`config.mk`:
```
export PLATFORM = sky130hd
export DESIGN_NAME = adc_scan_scheduler_flat
export DESIGN_NICKNAME = d
export VERILOG_FILES = /design/src/rtl/adc_scan_scheduler_if.sv /design/src/rtl/adc_scan_scheduler.sv /design/src/flat_wrapper.sv
export SDC_FILE = /design/constraint.sdc
export NUM_CORES = 1
export LEC_CHECK = 0
export ABC_AREA = 1
export CORE_ASPECT_RATIO = 0.5
export CORE_MARGIN = 3
export CORE_UTILIZATION = 57
export CTS_BUF_LIST = sky130_fd_sc_hd__clkbuf_4
export DETAILED_ROUTE_END_ITERATION = 10
export GPL_ROUTABILITY_DRIVEN = 1
export PLACE_DENSITY_LB_ADDON = 0.25
export SLEW_MARGIN = 20
export SYNTH_ARGS = -nofsm -noshare
export SYNTH_HDL_FRONTEND = slang
export SYNTH_SLANG_ARGS = --single-unit
export TNS_END_PERCENT = 50
```
`constraint.sdc`:
```
create_clock -name sys_clk -period 4.8 [get_ports sys_clk]
set_input_delay 0.72 -clock sys_clk [delete_from_list [all_inputs] [get_ports sys_clk]]
set_output_delay 0.72 -clock sys_clk [all_outputs]
set_load 0.02 [all_outputs]
```
`src/rtl/adc_scan_scheduler_if.sv`:
```
// ADC wrapper and result-side signals of the scan scheduler.
// master = scheduler, slave = ADC wrapper / result consumer.
interface adc_scan_scheduler_if;
    logic [4:0]  adc_ch;
    logic        sync_tr;
    logic [11:0] adc_data;
    logic        adc_valid;
    logic        res_valid;
    logic [3:0]  res_ch;
    logic [11:0] res_data;
    logic        scan_done;

    modport master (
        output adc_ch, sync_tr, res_valid, res_ch, res_data, scan_done,
        input  adc_data, adc_valid
    );

    modport slave (
        input  adc_ch, sync_tr, res_valid, res_ch, res_data, scan_done,
        output adc_data, adc_valid
    );
endinterface

```
`src/rtl/adc_scan_scheduler.sv`:
```
// Round-robin conversion sequencer for the MAX10 ADC wrapper. Walks the set
// bits of a mask latched at scan start, pulses sync_tr once per channel, waits
// for the rising edge of adc_valid (or a timeout) and emits tagged results.
module adc_scan_scheduler #(
    parameter int NUM_CH      = 8,
    parameter int CH_BASE     = 1,
    parameter int TIMEOUT_CYC = 1024,
    parameter int SCAN_PERIOD = 0
) (
    input  logic              sys_clk,
    input  logic              reset_n,
    input  logic              en,
    input  logic [NUM_CH-1:0] ch_mask,
    input  logic              err_clr,
    output logic              busy,
    output logic              timeout_err,
    adc_scan_scheduler_if.master bus
);
    typedef enum logic [2:0] {IDLE, START, ISSUE, WAIT, STORE, DONE} state_t;

    localparam int TW = $clog2(TIMEOUT_CYC);
    localparam int PW = $clog2(SCAN_PERIOD + 2);
    localparam logic [TW-1:0] TMO_LAST = TW'(TIMEOUT_CYC - 1);
    localparam logic [PW-1:0] PER_MAX  = PW'(SCAN_PERIOD);
    localparam logic [PW-1:0] PER_LAST = (SCAN_PERIOD > 0) ? PW'(SCAN_PERIOD - 1) : '0;

    state_t            state;
    logic [NUM_CH-1:0] mask_q;
    logic [3:0]        idx;
    logic [TW-1:0]     tmo_cnt;
    logic [PW-1:0]     per_cnt;
    logic              valid_q;
    logic              adc_edge;
    logic              per_expired;
    logic [4:0]        first_hit;
    logic [4:0]        next_hit;

    // {found, index} of the lowest set bit of m at or above position 'from'
    function automatic logic [4:0] find_from(input logic [NUM_CH-1:0] m, input logic [4:0] from);
        logic [4:0] r;
        r = '0;
        for (int i = NUM_CH - 1; i >= 0; i--)
            if (5'(i) >= from && m[i]) r = {1'b1, 4'(i)};
        return r;
    endfunction

    assign adc_edge  = bus.adc_valid & ~valid_q;
    assign first_hit = find_from(ch_mask, 5'd0);
    assign next_hit  = find_from(mask_q, {1'b0, idx} + 5'd1);
    // per_cnt equals cycles elapsed since START, so a decision at PERIOD-1
    // puts the next START exactly SCAN_PERIOD cycles after the previous one
    assign per_expired = (SCAN_PERIOD == 0) || (per_cnt >= PER_LAST);

    // Scan period counter: restarts on START, saturates at SCAN_PERIOD
    always_ff @(posedge sys_clk or negedge reset_n) begin
        if (!reset_n)
            per_cnt <= '0;
        else if (SCAN_PERIOD == 0)
            per_cnt <= '0;
        else if (state == START)
            per_cnt <= PW'(1);
        else if (per_cnt < PER_MAX)
            per_cnt <= per_cnt + 1'b1;
    end

    // Sequencer FSM with registered outputs
    always_ff @(posedge sys_clk or negedge reset_n) begin
        if (!reset_n) begin
            state         <= IDLE;
            mask_q        <= '0;
            idx           <= '0;
            tmo_cnt       <= '0;
            valid_q       <= 1'b0;
            busy          <= 1'b0;
            timeout_err   <= 1'b0;
            bus.adc_ch    <= 5'(CH_BASE);
            bus.sync_tr   <= 1'b0;
            bus.res_valid <= 1'b0;
            bus.res_ch    <= '0;
            bus.res_data  <= '0;
            bus.scan_done <= 1'b0;
        end else begin
            valid_q       <= bus.adc_valid;
            bus.sync_tr   <= 1'b0;
            bus.res_valid <= 1'b0;
            bus.scan_done <= 1'b0;
            // a timeout set later in this block overrides the clear
            if (err_clr) timeout_err <= 1'b0;

            case (state)
                IDLE: begin
                    if (en && per_expired && ch_mask != '0) begin
                        state <= START;
                        busy  <= 1'b1;
                    end
                end
                START: begin
                    mask_q <= ch_mask;
                    if (first_hit[4]) begin
                        idx         <= first_hit[3:0];
                        bus.adc_ch  <= 5'(CH_BASE) + {1'b0, first_hit[3:0]};
                        tmo_cnt     <= '0;
                        bus.sync_tr <= 1'b1;
                        state       <= ISSUE;
                    end else begin
                        state <= IDLE;
                        busy  <= 1'b0;
                    end
                end
                ISSUE: begin
                    // the sync_tr cycle counts toward the timeout
                    tmo_cnt <= tmo_cnt + 1'b1;
                    state   <= WAIT;
                end
                WAIT: begin
                    if (adc_edge) begin
                        bus.res_valid <= 1'b1;
                        bus.res_ch    <= idx;
                        bus.res_data  <= bus.adc_data;
                        state         <= STORE;
                    end else if (tmo_cnt == TMO_LAST) begin
                        timeout_err <= 1'b1;
                        state       <= STORE;
                    end else begin
                        tmo_cnt <= tmo_cnt + 1'b1;
                    end
                end
                STORE: begin
                    if (!en) begin
                        state <= IDLE;
                        busy  <= 1'b0;
                    end else if (next_hit[4]) begin
                        idx         <= next_hit[3:0];
                        bus.adc_ch  <= 5'(CH_BASE) + {1'b0, next_hit[3:0]};
                        tmo_cnt     <= '0;
                        bus.sync_tr <= 1'b1;
                        state       <= ISSUE;
                    end else begin
                        bus.scan_done <= 1'b1;
                        state         <= DONE;
                    end
                end
                DONE: begin
                    if (en && per_expired) begin
                        state <= START;
                    end else begin
                        state <= IDLE;
                        busy  <= 1'b0;
                    end
                end
                default: begin
                    state <= IDLE;
                    busy  <= 1'b0;
                end
            endcase
        end
    end
endmodule

```
`src/flat_wrapper.sv`:
```
// flat-port wrapper written by rule: the top's interface ports become plain ports
module adc_scan_scheduler_flat 
#(
    parameter int NUM_CH      = 8,
    parameter int CH_BASE     = 1,
    parameter int TIMEOUT_CYC = 1024,
    parameter int SCAN_PERIOD = 0
)
  (sys_clk, reset_n, en, ch_mask, err_clr, busy, timeout_err, bus_adc_ch, bus_sync_tr, bus_res_valid, bus_res_ch, bus_res_data, bus_scan_done, bus_adc_data, bus_adc_valid);
  adc_scan_scheduler_if bus_i ();
  input  logic sys_clk;
  input  logic reset_n;
  input  logic en;
  input  logic [NUM_CH-1:0] ch_mask;
  input  logic err_clr;
  output logic busy;
  output logic timeout_err;
  output wire logic [$bits(bus_i.adc_ch)-1:0] bus_adc_ch;
  output wire logic [$bits(bus_i.sync_tr)-1:0] bus_sync_tr;
  output wire logic [$bits(bus_i.res_valid)-1:0] bus_res_valid;
  output wire logic [$bits(bus_i.res_ch)-1:0] bus_res_ch;
  output wire logic [$bits(bus_i.res_data)-1:0] bus_res_data;
  output wire logic [$bits(bus_i.scan_done)-1:0] bus_scan_done;
  input wire logic [$bits(bus_i.adc_data)-1:0] bus_adc_data;
  input wire logic [$bits(bus_i.adc_valid)-1:0] bus_adc_valid;
  assign bus_adc_ch = bus_i.adc_ch;
  assign bus_sync_tr = bus_i.sync_tr;
  assign bus_res_valid = bus_i.res_valid;
  assign bus_res_ch = bus_i.res_ch;
  assign bus_res_data = bus_i.res_data;
  assign bus_scan_done = bus_i.scan_done;
  assign bus_i.adc_data = bus_adc_data;
  assign bus_i.adc_valid = bus_adc_valid;
  adc_scan_scheduler #(.NUM_CH(NUM_CH), .CH_BASE(CH_BASE), .TIMEOUT_CYC(TIMEOUT_CYC), .SCAN_PERIOD(SCAN_PERIOD)) u_core (.sys_clk(sys_clk), .reset_n(reset_n), .en(en), .ch_mask(ch_mask), .err_clr(err_clr), .busy(busy), .timeout_err(timeout_err), .bus(bus_i));
endmodule
```
==> summary.md <==
| Metric | Value |
|---|---|
| Final instance area | 0.003118 sq mm |
| Worst setup SP type | flop |
| Final GP Congestion | 0.9161 |
| Yosys reg bits | 49 |
| PostCTS Resize Cnt | 0 |
| Port bufs | 48 |
| Initial DRT Pass Iterations | 4 |
| Gr usage total | 21.79% |
| Via count | 2212 |
| CP arrival | 2.90 ns |
| Layout cells sized above 1 | 6.915% |
| Mapped cell area | 0.002532 sq mm |
| Final ANT Viol Nets | 0 |
| Number of global-route vias before repair | 2031 |
| Crit end category | flop |
| Final Max Tran Viols | 0 |
| Synth top area cells | dfrtp_1, nand2_1, inv_1 |
| Pwr dens | 572.0 mW/mm^2 |
| Root Driver | clkbuf_4 |
| Crit path cell chain | inv_1 -> ha_1 -> inv_1 -> a21oi_1 -> nand2_1 -> nand3_1 -> nand2_1 -> inv_1 -> nand2_1 -> nand2_1 -> nand2_1 -> nand2_1 -> ha_1 -> or2_2 -> nand3_1 -> nand2_1 |
| Cells after Synth | 326 |
| Remaining global-route overflow | 0 |
| Cell mode on critical path | nand2_1 |
| Post-synth cell types | 33 |
| Final setup viols | 0 |
| Leakage | 1.584 nW |
| Post-synthesis sequential area ratio | 48.47% |
| Diodes inserted | 0 |
| First-pass GRT wire length | 8976 um |
| Top delay family on crit path | simple AND/OR/NAND/NOR gates |
| Slew Limit Headroom | 59.39% |
| Maximum clock path buffer count | 2 |
| Synthesized area per cell | 7.768 sq um |
| Fin crit share | 54.74% |
| Area leader, netlist | dfrtp_1 |
| Largest net degree at the start of global routing | 50 |
| Top achievable clock speed | 380.6 MHz |
| CP max FO | 7 |
| Most frequent cells in the layout | nand2_1, inv_1, dfrtp_1 |
| Num CTS Buffers | 5 |
| Area delta synth->final | 23.12% |
| WP data required | 5.07 ns |
| Status | complete, no violations |
| FF/Latch Area | 0.001227 sq mm |
| DRC Markers | 0 |
| Row Count | 16 |
| Pre-CTS WS | 2.034 ns |
| Initial DRC Count | 116 |
| Die Span X | 100.3 um |
| Clk sinks | 49 |
| Final setup TNS | 0 ns |
| Antenna violations before repair | 0 |
| Worst-path clk slew | 0.13 ns |
| Depth of the CTS H-tree | 2 |
| Multi-input gate area | 0.001075 sq mm |
| Tmin final | 2.627 ns |
| Worst slew pin tran | 0.6091 ns |
| Post-synth top area share | 47.43% |
| Avg WL per Cell | 12.71 um |
| Worst setup margin | 2.173 ns |
| Clock Latency Late Sink | 0.36 ns |
| DIE HEIGHT | 53.13 um |
| Yosys warns | 0 |
| RSZ-0062 raised after global routing | false |
| Number of max-cap violations | 0 |
| Kind of critical path | reg2reg |
| Setup Fix Bufs, Post-CTS | 0 |
| Critical path buffers and inverters | 3 |
| Detailed Route WL | 5464 um |
| Fin Clk Skew | 0.006005 ns |
| Peak VDD IR | 0.3179 mV |
| Final hold viol count | 0 |
| Commonest non-fill, non-tap cell in the layout | nand2_1 |
| Hold crit path type | in2async |
| Slowest stage delay, CP | 0.53 ns |
| Filler cells | 307 |
| Die area | 0.005327 sq mm |
| IO Count | 51 |
| Cts hold-fix bufs | 0 |
| Placed Area | 0.003037 sq mm |
| HPWL Detailed | 4189 um |
| Initial Utilization | 62.01% |
| Via density | 5.144 |
| Slowest CP cell | dfrtp_1 |
| CTS tree | done |
| # nets final | 406 |
| CORE AREA | 0.004084 sq mm |
worst reg2reg max path, stage by stage (launching register included):
cell     delay, ns
dfrtp_1       0.53
inv_1         0.14
ha_1          0.37
inv_1         0.10
a21oi_1       0.09
nand2_1       0.09
nand3_1       0.08
nand2_1       0.13
inv_1         0.05
nand2_1       0.05
nand2_1       0.05
nand2_1       0.06
nand2_1       0.13
ha_1          0.25
or2_2         0.30
nand3_1       0.07
nand2_1       0.05
path summary, 6_finish.rpt:
path | start | endpoint | slack, ns | cells past startpoint
worst max-delay path | u_core.idx[0] | u_core.bus.adc_ch[2] | 2.17 | 16
max in group asynchronous | reset_n | u_core.state[0] | 4.04 | 1
worst max register to register | u_core.idx[0] | u_core.bus.adc_ch[2] | 2.17 | 16
worst min-delay path | reset_n | u_core.bus.res_valid | 0.35 | 1
worst min register to register | u_core.bus.adc_ch[0] | u_core.bus.adc_ch[0] | 0.50 | 2
min in group sys_clk | u_core.bus.adc_ch[0] | u_core.bus.adc_ch[0] | 0.50 | 2
synth_stat cells (all sizes together):
cell type  number
o311ai          1
a21oi           7
o21a            1
a31oi           1
dfrtp          48
a211oi          1
dfstp           1
ha              6
clkbuf          3
o22ai           1
nor3            7
o2111ai         1
inv            51
nand2         118
conb            1
o21ai          23
xor2            3
nand3          19
nor2           20
a21o            1
nand4           4
nor4            1
buf             4
or2             1
o31ai           2
state kept, by name, summed over array words and instances (netlist names):
signal / flops
u_core.bus.res_data: 12
u_core.tmo_cnt: 10
u_core.mask_q: 8
u_core.bus.adc_ch: 4
u_core.bus.res_ch: 3
u_core.idx: 3
u_core.state: 3
u_core.bus.res_valid: 1
u_core.bus.scan_done: 1
u_core.bus.sync_tr: 1
u_core.busy: 1
u_core.timeout_err: 1
u_core.valid_q: 1
metrics by stage:
stage	utilization [%]	instances	total power, mW	hold WS [ns]
3_5_place_dp	74.36	422	1.554	0.4712
6_report	76.35	430	1.784	0.3525
3_3_place_gp	74.36	422	1.519	0.4548
4_1_cts	76.29	430	1.790	0.4961
2_1_floorplan	-	327	1.253	0.4244
5_1_grt	76.35	430	1.930	0.3741
per-layer routing:
| metal | share of wire [%] | track usage (%) | routed length [um] | vias up |
|---|---|---|---|---|
| met5 | 0 | 0 | 0 | - |
| met4 | 1.0 | 6.488 | 57 | 0 |
| met3 | 7.7 | 6.053 | 419 | 9 |
| met2 | 43 | 35.53 | 2366 | 75 |
| met1 | 48 | 28.74 | 2621 | 1012 |
| li1 | - | - | - | 1116 |
report_power, final:
part / total (mW) / leakage (nW) / internal (mW) / switching (mW)
logic: 0.898 / 0.914 / 0.339 / 0.559
clock network: 0.233 / 0.0389 / 0.108 / 0.125
registers: 0.652 / 0.631 / 0.560 / 0.0919
kinds of logic (layout without fill, tap and decap cells):
group,Yosys count,after routing,share of synthesized area [%]
and+or+nand+nor,170,170,29.55
buffers and inverters,58,107,9.239
DFF,49,49,48.47
AOI/OAI and AO/OA,39,39,8.597
adders and majority gates,6,6,2.964
xor gates and xnor gates,3,3,1.038
other,1,2,0.1481
cell type report:
cell class	instances	area share (%)
clock inverter	3	1.324
timing repair buffer	48	15.33
tap	54	2.167
clock buffer	5	1.204
multi-input combinational	220	34.47
sequential	49	39.37
inverter	51	6.140
No activity file was read; power rests on OpenSTA's default activity.
